`config.mk`:
```
export PLATFORM = sky130hd
export DESIGN_NAME = instr_loader_flat
export DESIGN_NICKNAME = d
export VERILOG_FILES = /design/src/rtl/instr_loader_if.sv /design/src/rtl/instr_loader.sv /design/src/flat_wrapper.sv
export SDC_FILE = /design/constraint.sdc
export NUM_CORES = 1
export LEC_CHECK = 0
export ABC_AREA = 1
export CORE_MARGIN = 4
export CORE_UTILIZATION = 38
export DETAILED_ROUTE_END_ITERATION = 8
export GPL_TIMING_DRIVEN = 0
export PLACE_DENSITY = 0.61
export SETUP_SLACK_MARGIN = 0.02
export SYNTH_ARGS = -nofsm -noshare
export SYNTH_HDL_FRONTEND = slang
export SYNTH_SLANG_ARGS = --single-unit
```
`constraint.sdc`:
```
create_clock -name clk -period 2.55 [get_ports clk]
set_input_delay 0.3825 -clock clk [delete_from_list [all_inputs] [get_ports clk]]
set_output_delay 0.3825 -clock clk [all_outputs]
set_load 0.1 [all_outputs]
```
`src/rtl/instr_loader_if.sv`:
```
// Loader handshake and memory-write bundle.
// Slave side is the loader; master side drives the byte stream.
interface instr_loader_if #(
  parameter int ADDR_W = 7
) ();
  logic              start;
  logic [7:0]        rx_data;
  logic              rx_valid;
  logic              rx_ready;
  logic              mem_we;
  logic [ADDR_W-1:0] mem_waddr;
  logic [31:0]       mem_wdata;
  logic              cpu_hold;
  logic              busy;
  logic              done;
  logic              error;
  logic [15:0]       words_loaded;

  modport slave (
    input  start, rx_data, rx_valid,
    output rx_ready, mem_we, mem_waddr,
    output mem_wdata, cpu_hold, busy,
    output done, error, words_loaded
  );

  modport master (
    output start, rx_data, rx_valid,
    input  rx_ready, mem_we, mem_waddr,
    input  mem_wdata, cpu_hold, busy,
    input  done, error, words_loaded
  );
endinterface

```
`src/rtl/instr_loader.sv`:
```
// Boot loader: byte stream with 16-bit word count
// header, packed MSB first into instruction writes.
module instr_loader #(
  parameter int DEPTH  = 76,
  parameter int ADDR_W = 7
) (
  input logic           clk,
  input logic           reset,
  instr_loader_if.slave bus
);

  typedef enum logic [2:0] {
    S_IDLE,
    S_LEN_HI,
    S_LEN_LO,
    S_DATA,
    S_WRITE,
    S_DONE,
    S_ERROR
  } state_t;

  state_t            r_state, w_state;
  logic [15:0]       r_count, w_count;
  logic [31:0]       r_shift, w_shift;
  logic [1:0]        r_bcnt, w_bcnt;
  logic [15:0]       r_words, w_words;
  logic              r_we, w_we;
  logic [ADDR_W-1:0] r_waddr, w_waddr;
  logic [31:0]       r_wdata, w_wdata;
  logic              r_busy, w_busy;
  logic              r_done, w_done;
  logic              r_error, w_error;
  logic              r_hold, w_hold;
  logic              r_rdy, w_rdy;

  logic        w_xfer;
  logic [15:0] w_hdr;
  logic [31:0] w_word;
  logic [15:0] w_words_inc;

  assign w_xfer      = bus.rx_valid && r_rdy;
  assign w_hdr       = {r_count[15:8], bus.rx_data};
  assign w_word      = {r_shift[23:0], bus.rx_data};
  assign w_words_inc = r_words + 16'd1;

  // State register
  always_ff @(posedge clk) begin
    if (reset) r_state <= S_IDLE;
    else       r_state <= w_state;
  end

  // Next state and next registered outputs
  always_comb begin
    w_state = r_state;
    w_count = r_count;
    w_shift = r_shift;
    w_bcnt  = r_bcnt;
    w_words = r_words;
    w_we    = 1'b0;
    w_waddr = r_waddr;
    w_wdata = r_wdata;
    w_busy  = r_busy;
    w_done  = r_done;
    w_error = r_error;
    w_hold  = r_hold;
    unique case (r_state)
      S_IDLE, S_DONE, S_ERROR: begin
        if (bus.start) begin
          w_state = S_LEN_HI;
          w_words = 16'd0;
          w_bcnt  = 2'd0;
          w_busy  = 1'b1;
          w_hold  = 1'b1;
          w_done  = 1'b0;
          w_error = 1'b0;
        end
      end
      S_LEN_HI: begin
        if (w_xfer) begin
          w_count[15:8] = bus.rx_data;
          w_state       = S_LEN_LO;
        end
      end
      S_LEN_LO: begin
        if (w_xfer) begin
          w_count = w_hdr;
          if (w_hdr == 16'd0 ||
              w_hdr > 16'(DEPTH)) begin
            w_state = S_ERROR;
            w_busy  = 1'b0;
            w_error = 1'b1;
            w_hold  = 1'b1;
          end else begin
            w_state = S_DATA;
          end
        end
      end
      S_DATA: begin
        if (w_xfer) begin
          w_shift = w_word;
          w_bcnt  = r_bcnt + 2'd1;
          if (r_bcnt == 2'd3) begin
            w_state = S_WRITE;
            w_we    = 1'b1;
            w_waddr = r_words[ADDR_W-1:0];
            w_wdata = w_word;
          end
        end
      end
      S_WRITE: begin
        w_words = w_words_inc;
        if (w_words_inc == r_count) begin
          w_state = S_DONE;
          w_busy  = 1'b0;
          w_done  = 1'b1;
          w_hold  = 1'b0;
        end else begin
          w_state = S_DATA;
        end
      end
      default: w_state = S_IDLE;
    endcase
    w_rdy = (w_state == S_LEN_HI) ||
            (w_state == S_LEN_LO) ||
            (w_state == S_DATA);
  end

  // Datapath and output registers
  always_ff @(posedge clk) begin
    if (reset) begin
      r_count <= '0;
      r_shift <= '0;
      r_bcnt  <= '0;
      r_words <= '0;
      r_we    <= 1'b0;
      r_waddr <= '0;
      r_wdata <= '0;
      r_busy  <= 1'b0;
      r_done  <= 1'b0;
      r_error <= 1'b0;
      r_hold  <= 1'b1;
      r_rdy   <= 1'b0;
    end else begin
      r_count <= w_count;
      r_shift <= w_shift;
      r_bcnt  <= w_bcnt;
      r_words <= w_words;
      r_we    <= w_we;
      r_waddr <= w_waddr;
      r_wdata <= w_wdata;
      r_busy  <= w_busy;
      r_done  <= w_done;
      r_error <= w_error;
      r_hold  <= w_hold;
      r_rdy   <= w_rdy;
    end
  end

  assign bus.rx_ready     = r_rdy;
  assign bus.mem_we       = r_we;
  assign bus.mem_waddr    = r_waddr;
  assign bus.mem_wdata    = r_wdata;
  assign bus.cpu_hold     = r_hold;
  assign bus.busy         = r_busy;
  assign bus.done         = r_done;
  assign bus.error        = r_error;
  assign bus.words_loaded = r_words;

endmodule

```
`src/flat_wrapper.sv`:
```
// flat-port wrapper written by rule: the top's interface ports become plain ports
module instr_loader_flat 
#(
  parameter int DEPTH  = 76,
  parameter int ADDR_W = 7
)
  (clk, reset, bus_start, bus_rx_data, bus_rx_valid, bus_rx_ready, bus_mem_we, bus_mem_waddr, bus_mem_wdata, bus_cpu_hold, bus_busy, bus_done, bus_error, bus_words_loaded);
  instr_loader_if #(.ADDR_W(ADDR_W)) bus_i ();
  input logic clk;
  input logic reset;
  input wire logic [$bits(bus_i.start)-1:0] bus_start;
  input wire logic [$bits(bus_i.rx_data)-1:0] bus_rx_data;
  input wire logic [$bits(bus_i.rx_valid)-1:0] bus_rx_valid;
  output wire logic [$bits(bus_i.rx_ready)-1:0] bus_rx_ready;
  output wire logic [$bits(bus_i.mem_we)-1:0] bus_mem_we;
  output wire logic [$bits(bus_i.mem_waddr)-1:0] bus_mem_waddr;
  output wire logic [$bits(bus_i.mem_wdata)-1:0] bus_mem_wdata;
  output wire logic [$bits(bus_i.cpu_hold)-1:0] bus_cpu_hold;
  output wire logic [$bits(bus_i.busy)-1:0] bus_busy;
  output wire logic [$bits(bus_i.done)-1:0] bus_done;
  output wire logic [$bits(bus_i.error)-1:0] bus_error;
  output wire logic [$bits(bus_i.words_loaded)-1:0] bus_words_loaded;
  assign bus_i.start = bus_start;
  assign bus_i.rx_data = bus_rx_data;
  assign bus_i.rx_valid = bus_rx_valid;
  assign bus_rx_ready = bus_i.rx_ready;
  assign bus_mem_we = bus_i.mem_we;
  assign bus_mem_waddr = bus_i.mem_waddr;
  assign bus_mem_wdata = bus_i.mem_wdata;
  assign bus_cpu_hold = bus_i.cpu_hold;
  assign bus_busy = bus_i.busy;
  assign bus_done = bus_i.done;
  assign bus_error = bus_i.error;
  assign bus_words_loaded = bus_i.words_loaded;
  instr_loader #(.DEPTH(DEPTH), .ADDR_W(ADDR_W)) u_core (.clk(clk), .reset(reset), .bus(bus_i));
endmodule
```
==> impl_metrics.yaml, run 1 <==
sta:
  holdWs_ns: 0.4712
  fin_crit_ns: 2.405
  max_freq_mhz: 415.7
  rsz0062_at_grt: "false"
  setup_violations: 0
  hold_viol: 0
  tns_ns: 0
  finalCritPeriodShare_pct: 94.33
  fin_skew_ns: 0.008585
  slew_headroom_pct: 33.33
  layout_setup_ws_ns: 0.1447
  tightest_slew_ns: 0.9969
  slew_viol_final: 0
floorplanning:
  die_w_um: 118.0
  initial_core_util_pct: 39.58
  dieHeight_um: 118.0
  num_io_pins: 73
  fp.coreArea_sq_um: 11610
  die_area_sq_um: 13920
  rows: 39
final_layout:
  fillers: 1161
  syn2layout_area_growth_pct: 26.02
  drive_above_1_share_pct: 7.133
  final_common_cell: "nand2_1"
  register_area_sq_um: 2125
  fin_nets: 724
  multi_input_area_sq_um: 2088
  antenna_cells: 0
  layout_common_cells: "nand2_1, dfxtp_1, a21oi_1, o21ai_0, clkdlybuf4s50_1"
  final_area_sq_um: 5793
yosys:
  yosys.area.top_type: "dfxtp_1"
  synth_cell_type_count: 35
  yosysSeqAreaShare_pct: 46.16
  yosys_warnings: 0
  synthDominantCellAreaShare_pct: 46.16
  ys_ff_latch: 106
  syn_inst: 627
  synth_area_sq_um: 4597
  syn_nets: 641
  synthTopCellsByArea: "dfxtp_1, a21oi_1, nand2_1"
  avgSynthCellArea_sq_um: 7.332
placed_design:
  gp_congestion: 0.8839
  post-place-ws_ns: 0.2563
  io_buffers: 72
  place_area_sq_um: 5499
  dp_hpwl_um: 9867
critical_path:
  critPathSlowestCell: "clkdlybuf4s50_1"
  cp-end-kind: "output port"
  path_buf_inv: 1
  path_delay_family: "buffers and inverters"
  crit_chain: "clkdlybuf4s50_1"
  worstSetupStartpointType: "register"
  ff2ff_setup_slack_ns: 0.37
  critical_path_arrival_ns: 2.02
  slowest_delay_ns: 1.19
  critPathMaxFanout: 7
  required_ns: 2.17
  crit_type: "reg2out"
pwr:
  p_per_area_nw_per_um2: 585.4
  p_leak_nw: 2.244
  seqPwrFrac_pct: 50.1
  pwr-share-comb_pct: 8.7
  p_sw_share_pct: 25.33
  switchingPower_uw: 859.0
  p_int_mw: 2.532
  vdd_drop_max_mv: 0.3029
  power_frac_clock_pct: 41.2
clocking:
  holdBufCountCts: 0
  clock_tree.root_cell: "clkbuf_16"
  max-clock-path-buffers: 2
  clk_pin_slew_ns: 0.07
  cts_setup_buffers: 0
  clock_sinks: 106
  cts_resized: 0
  cts_htree_levels: 3
  cts_made_buffers: 9
  clk_latency_ns: 0.35
  cts_tree: "built"
drt:
  drt-initial-drc-count: 308
  dr_total_vias: 4472
  postRouteAntennaNets: 0
  wire_per_inst_um: 15.21
  first_pass_iters: 5
  drt-total-wl_um: 13050
  viasPerCell: 5.212
  drc: 0
min_path:
  hp-class: "reg2reg"
global_routing:
  grt_start_max_net_pins: 18
  grt_pass1_vias: 4285
  grt_overflow_total: 0
  grt_use_total_pct: 18.93
  grt_antenna_before_repair: 0
  grt_pass1_wl_um: 21380
status:
  outcome: "finished, final reports clean"
flow_run:
  cap_violations: 0
[path summary, 6_finish.rpt]
check	startpoint	endpoint	cells after the start
hold reg to reg	u_core.bus.busy$_SDFFE_PP0P_	u_core.bus.busy$_SDFFE_PP0P_	2
setup / recovery	u_core.bus.words_loaded[8]$_SDFFE_PP0P_	bus_words_loaded[8]	1
hold / removal	u_core.bus.busy$_SDFFE_PP0P_	u_core.bus.busy$_SDFFE_PP0P_	2
setup reg to reg	u_core.bus.words_loaded[1]$_SDFFE_PP0P_	u_core.bus.cpu_hold$_SDFFE_PP1P_	15
[power by group through the flow]
stage | sequential [mW] | clock, mW | combinational, mW
after global routing | 1.70 | 1.48 | 0.325
final | 1.70 | 1.40 | 0.297
after global placement | 1.74 | 0 | 0.291
after detailed placement | 1.74 | 0 | 0.295
after CTS | 1.70 | 1.41 | 0.296
after floorplan | 1.79 | 0 | 0.145
[flip-flops by register name, summed over array words and instances (netlist names)]
signal,count
u_core.r_bcnt,2
u_core.bus.mem_we,1
u_core.bus.words_loaded,16
u_core.bus.done,1
u_core.bus.cpu_hold,1
u_core.bus.busy,1
u_core.bus.error,1
u_core.bus.rx_ready,1
u_core.r_shift,24
u_core.bus.mem_wdata,32
u_core.r_state,3
u_core.r_count,16
u_core.bus.mem_waddr,7
[cells in the mapped netlist (all sizes together)]
cell and count:
or2 1, o21bai 1, nand3 40, o221ai 1, o21ai 84, nor3 2
o211a 1, dfxtp 106, clkinv 1, nand4 7, inv 68, xnor2 2
a21oi 94, dlygate4sd3 1, nand2 124, a211oi 1, ha 2, xnor3 1
o31ai 1, nor2 56, nor4 1, o311a 1, buf 8, clkbuf 20
nand3b 3
[routing by layer]
layer | up-vias | part of all wire [%] | track usage, %
li1 | 2233 | - | -
met1 | 2081 | 47 | 25.45
met2 | 139 | 45 | 30.58
met3 | 19 | 5.4 | 3.123
met4 | 0 | 1.8 | 7.033
met5 | - | 0 | 0
[metrics by stage]
stage	utilization [%]	power (mW)	std cells
2_1_floorplan	-	1.937	627
3_3_place_gp	47.35	2.027	842
3_5_place_dp	47.35	2.032	842
4_1_cts	49.88	3.408	858
5_1_grt	49.88	3.502	858
6_report	49.88	3.391	858
[area by class of cell]
class,count,share of cell area [%]
Inverter,69,4.471
Tap cell,143,3.089
Timing Repair Buffer,72,12.44
Sequential cell,106,36.67
Clock buffer,10,3.952
Clock inverter,6,1.123
Multi-Input combinational cell,423,36.05
Buffer,29,2.203
[cell families (layout without fill, tap and decap cells)]
group	count (synthesis)	count (layout)	share of synthesized area, %
AND/OR/NAND/NOR	234	234	23.43
AO/OA/AOI/OAI	184	184	20.58
flip-flops	106	106	46.16
buffers and inverters	98	186	8.410
XOR/XNOR	3	3	0.8710
adder cells (fa/ha/maj)	2	2	0.5443
Note: power is estimated with default switching activity, not from simulation.
==> inputs of run 2 (changes only) <==
--- a/config.mk
+++ b/config.mk
@@ -11,7 +11,9 @@
 export DETAILED_ROUTE_END_ITERATION = 8
 export GPL_TIMING_DRIVEN = 0
 export PLACE_DENSITY = 0.61
+export REMOVE_ABC_BUFFERS = 1
 export SETUP_SLACK_MARGIN = 0.02
 export SYNTH_ARGS = -nofsm -noshare
 export SYNTH_HDL_FRONTEND = slang
 export SYNTH_SLANG_ARGS = --single-unit
+export TNS_END_PERCENT = 30
==> run 2 against run 1 <==
Effect of this change:
- routed wire length is 7.9% lower
- count of clock-buffer cells in the layout is the same
- maximum frequency down 1.5%
- die area did not move
- final cell count is 2.8% lower
- clock power decreased by 6%
- register-to-register slack worse by 0.08 ns
- worst hold slack lost 0.012 ns
- first-iteration DRC count fell by 28%
- critical endpoint unchanged
- highest routed layer unchanged
==> impl_metrics.yaml, run 2 (synthesis results as in run 1) <==
drt:
  wl_met1_um: 5652
  drt-initial-drc-count: 221
  highest_layer: "met4"
  wl_met3_um: 748
  wl_met2_um: 5473
  first_pass_iters: 4
  drc: 0
  drt-total-wl_um: 12020
  wire_per_inst_um: 14.41
  dr_total_vias: 4237
  viasPerCell: 5.080
  postRouteAntennaNets: 0
floorplanning:
  dieHeight_um: 118.0
  fp.coreArea_sq_um: 11610
  die_w_um: 118.0
  initial_core_util_pct: 39.58
  rows: 39
  die_area_sq_um: 13920
  num_io_pins: 73
critical_path:
  slowest_delay_ns: 1.20
  path_buf_inv: 1
  worstSetupStartpointType: "register"
  path_delay_family: "buffers and inverters"
  required_ns: 2.17
  crit_type: "reg2out"
  critPathMaxFanout: 7
  critical_path_arrival_ns: 2.06
  cp-end-kind: "output port"
  crit_chain: "clkdlybuf4s50_1"
  critPathSlowestCell: "clkdlybuf4s50_1"
sta:
  slew_headroom_pct: 28.31
  fin_crit_ns: 2.442
  slew_viol_final: 0
  rsz0062_at_grt: "false"
  layout_setup_ws_ns: 0.1079
  setup_violations: 0
  tightest_slew_ns: 1.071
  fin_skew_ns: 0.006175
  max_freq_mhz: 409.5
  holdWs_ns: 0.4593
  finalCritPeriodShare_pct: 95.77
  hold_viol: 0
clocking:
  max-clock-path-buffers: 2
  clock_sinks: 106
  cts_htree_levels: 3
  clk_pin_slew_ns: 0.07
  cts_tree: "built"
  holdBufCountCts: 0
  cts_made_buffers: 9
  clock_tree.root_cell: "clkbuf_16"
  cts_setup_buffers: 0
  cts_resized: 0
  clk_latency_ns: 0.35
pwr:
  vdd_drop_max_mv: 0.3851
  p_sw_share_pct: 26.04
  power_frac_clock_pct: 39.9
  p_leak_nw: 2.210
  p_int_mw: 2.440
  switchingPower_uw: 859.0
  pwr-share-comb_pct: 8.6
  p_per_area_nw_per_um2: 577.0
  seqPwrFrac_pct: 51.5
  total_power_mw: 3.299
final_layout:
  fillers: 1184
  layout_common_cells: "nand2_1, dfxtp_1, a21oi_1, o21ai_0, clkdlybuf4s50_1"
  drive_above_1_share_pct: 7.525
  final_common_cell: "nand2_1"
  antenna_cells: 0
  largest_reg_flops: 32
  fin_nets: 700
  syn2layout_area_growth_pct: 24.39
  final_cells: 834
global_routing:
  grt_use_total_pct: 17.33
  grt_pass1_wl_um: 19920
  grt_antenna_before_repair: 0
  grt_pass1_vias: 4037
  grt_start_max_net_pins: 59
  grt_overflow_total: 0
min_path:
  hp-class: "reg2reg"
placed_design:
  post-place-ws_ns: -0.06374
  dp_cells: 815
  io_buffers: 72
  gp_congestion: 0.8775
  dp_hpwl_um: 8689
status:
  outcome: "finished, final reports clean"
flow_run:
  cap_violations: 0
-- run 2: cell types whose count changed in the layout (fill, tap and decap cells not counted), sizes merged --
cell	delta
buf	-3
bufinv	-1
dlygate4sd3	-1
clkbuf	-20
inv	+1
-- run 2: stage by stage --
step,utilization (%),TNS [ns],area (sq um)
floorplan,-,-19.04,4469
global placement,46.23,-85.26,5369
detailed placement,46.64,-1.482,5416
CTS,49.04,0,5695
global route,49.24,0,5718
finish,49.24,0,5718
-- run 2: power by group through the flow --
stage          Sequential [mW]  Clock [mW]  Combinational, mW
5_1_grt                   1.70        1.43              0.315
2_1_floorplan             1.79           0              0.134
4_1_cts                   1.70        1.36              0.286
3_5_place_dp              1.74           0              0.285
3_3_place_gp              1.74           0              0.278
6_report                  1.70        1.32              0.285
-- run 2: path summary, 6_finish.rpt --
kind	depth (start not counted)	startpoint	to	slack, ns
max	1	u_core.bus.words_loaded[8]$_SDFFE_PP0P_	bus_words_loaded[8]	0.11
min	2	u_core.bus.cpu_hold$_SDFFE_PP1P_	u_core.bus.cpu_hold$_SDFFE_PP1P_	0.46
max reg2reg	17	u_core.bus.words_loaded[0]$_SDFFE_PP0P_	u_core.bus.busy$_SDFFE_PP0P_	0.29
min reg2reg	2	u_core.bus.cpu_hold$_SDFFE_PP1P_	u_core.bus.cpu_hold$_SDFFE_PP1P_	0.46
-- run 2: final cells by class --
class                   count  area [sq um]  share of cell area (%)
repair buffers             77         783.3                   13.70
clock inverters             6         50.05                  0.8753
clock buffers              10         229.0                   4.004
flip-flops and latches    106          2122                   37.11
well taps                 143         178.9                   3.129
inverters                  69         259.0                   4.530
multi-input cells         423          2096                   36.65
-- run 2: per-layer routing --
| metal | vias up | GRT usage [%] |
|---|---|---|
| met5 | - | 0 |
| met4 | 0 | 5.128 |
| met3 | 12 | 4.853 |
| met2 | 92 | 27.67 |
| met1 | 1956 | 22.85 |
| li1 | 2177 | - |
==> inputs of run 3 (changes only) <==
--- a/config.mk
+++ b/config.mk
@@ -9,7 +9,7 @@
 export CORE_MARGIN = 4
 export CORE_UTILIZATION = 38
 export DETAILED_ROUTE_END_ITERATION = 8
-export GPL_TIMING_DRIVEN = 0
+export GPL_TIMING_DRIVEN = 1
 export PLACE_DENSITY = 0.61
 export REMOVE_ABC_BUFFERS = 1
 export SETUP_SLACK_MARGIN = 0.02
==> run 3 against run 2 <==
Effect of this change:
- sequential cell count unchanged
- worst hold slack better by 0.0087 ns
- routed wire length decreased by 0.42%
- largest cell class unchanged
- combinational power is essentially flat
- critical path type is now reg2reg
- die area stayed put
- count of clock-buffer cells in the layout unchanged
- sequential power hardly changed
- critical path depth is 13 higher
- non-clock buffer count increased by 4
- global-route usage is 0.056 points higher
==> impl_metrics.yaml, run 3 (synthesis results as in run 1) <==
status:
  outcome: "finished, final reports clean"
final_layout:
  fin_nets: 704
  layout_common_cells: "nand2_1, dfxtp_1, a21oi_1, o21ai_0, buf_4"
  largest_reg_flops: 32
  fillers: 1173
  post-route-util_pct: 48.22
  syn2layout_area_growth_pct: 21.83
  final_area_sq_um: 5600
  drive_above_1_share_pct: 16.86
  final_common_cell: "nand2_1"
  antenna_cells: 0
sta:
  max_freq_mhz: 456.7
  fin_skew_ns: 0.008154
  tightest_slew_ns: 0.5904
  setup_violations: 0
  slew_headroom_pct: 60.39
  slew_viol_final: 0
  fin_crit_ns: 2.189
  rsz0062_at_grt: "false"
  hold_viol: 0
  finalCritPeriodShare_pct: 85.86
floorplanning:
  initial_core_util_pct: 39.58
  num_io_pins: 73
  dieHeight_um: 118.0
  die_w_um: 118.0
  die_area_sq_um: 13920
  fp.coreArea_sq_um: 11610
  rows: 39
clocking:
  clock_sinks: 106
  clk_pin_slew_ns: 0.07
  cts_tree: "built"
  cts_made_buffers: 9
  max-clock-path-buffers: 2
  clock_tree.root_cell: "clkbuf_16"
  clk_latency_ns: 0.35
  cts_resized: 0
  holdBufCountCts: 0
  cts_htree_levels: 3
  cts_setup_buffers: 0
drt:
  drt-initial-drc-count: 214
  drc: 0
  viasPerCell: 5.059
  dr_total_vias: 4234
  postRouteAntennaNets: 0
  wire_per_inst_um: 14.30
  drt-total-wl_um: 11970
  first_pass_iters: 4
pwr:
  vdd_drop_max_mv: 0.3764
  pwr-share-comb_pct: 8.7
  p_int_mw: 2.457
  seqPwrFrac_pct: 51.7
  power_frac_clock_pct: 39.6
  p_leak_nw: 2.355
  p_sw_share_pct: 25.33
  switchingPower_uw: 833.2
  p_per_area_nw_per_um2: 587.5
critical_path:
  worstSetupStartpointType: "register"
  cp-end-kind: "register"
  crit_start: "u_core.bus.words_loaded[0]$_SDFFE_PP0P_"
  crit_type: "reg2reg"
  required_ns: 2.77
  critPathMaxFanout: 11
  critical_path_arrival_ns: 2.41
  r2r_start: "u_core.bus.words_loaded[0]$_SDFFE_PP0P_"
global_routing:
  grt_antenna_before_repair: 0
  grt_overflow_total: 0
  grt_start_max_net_pins: 66
  grt_pass1_wl_um: 20000
  grt_pass1_vias: 4033
  grt_use_total_pct: 17.39
flow_run:
  cap_violations: 0
placed_design:
  gp_congestion: 0.9879
  io_buffers: 72
  dp_hpwl_um: 8544
  place_area_sq_um: 5324
min_path:
  min-delay-start: "u_core.bus.cpu_hold$_SDFFE_PP1P_"
  hp-class: "reg2reg"
[run 3: changes by cell type in the layout (fill, tap and decap cells not counted)]
cell and delta:
nor2_4 -1, clkinv_4 -2, clkbuf_1 -1, nor2_2 +1, clkbuf_8 +1, clkinv_2 +1
buf_12 +1, buf_4 +64, clkdlybuf4s50_1 -61
[run 3: final timing paths]
| kind | depth (start not counted) | slack, ns | end |
|---|---|---|---|
| max | 14 | 0.36 | u_core.bus.busy$_SDFFE_PP0P_ |
| min | 2 | 0.47 | u_core.bus.cpu_hold$_SDFFE_PP1P_ |
| max reg2reg | 14 | 0.36 | u_core.bus.busy$_SDFFE_PP0P_ |
| min reg2reg | 2 | 0.47 | u_core.bus.cpu_hold$_SDFFE_PP1P_ |
[run 3: power by group through the flow]
| stage | Sequential [mW] | Clock [mW] | Combinational (mW) |
|---|---|---|---|
| after floorplan | 1.79 | 0 | 0.134 |
| after global placement | 1.74 | 0 | 0.283 |
| after detailed placement | 1.74 | 0 | 0.285 |
| after CTS | 1.70 | 1.35 | 0.286 |
| after global routing | 1.70 | 1.42 | 0.317 |
| final | 1.70 | 1.30 | 0.287 |
[run 3: layout make-up]
type | instances | area (sq um) | share of cell area, %
Tap cell | 143 | 178.9 | 3.195
Multi-Input combinational cell | 423 | 2091 | 37.33
Clock inverter | 5 | 37.54 | 0.6702
Clock buffer | 10 | 239.0 | 4.267
Inverter | 69 | 259.0 | 4.625
Timing Repair Buffer | 81 | 673.1 | 12.02
Sequential cell | 106 | 2122 | 37.89
[run 3: worst max-delay path, stage by stage, from the launching register on]
cell and delay (ns):
dfxtp_1 0.44, ha_1 0.24, nand2_2 0.11, nor2_4 0.28, nand3_2 0.14, nand3_1 0.10, nand2_1 0.05, nor2_1 0.12
nand2_1 0.08, nor2_2 0.14, nand3_2 0.09, nand2_2 0.07, nand2_1 0.09, nand2_1 0.06, a21oi_1 0.05
[run 3: through the flow]
step | setup WS, ns | cells | hold slack [ns] | setup TNS [ns] | power [mW]
CTS | 0.3743 | 837 | 0.4706 | 0 | 3.331
floorplan | -0.5691 | 598 | 0.4431 | -19.04 | 1.926
global placement | 0.4389 | 822 | 0.4564 | 0 | 2.021
global route | 0.1218 | 837 | 0.4944 | 0 | 3.438
finish | 0.3606 | 837 | 0.4680 | 0 | 3.290
detailed placement | 0.3963 | 822 | 0.4529 | 0 | 2.023
[run 3: per-layer routing]
layer | vias to the layer above | part of all wire, % | global-route usage (%)
met5 | - | 0 | 0
met4 | 0 | 1.8 | 7.326
met3 | 17 | 6.6 | 4.565
met2 | 115 | 44 | 26.70
met1 | 1909 | 48 | 23.09
li1 | 2193 | - | -
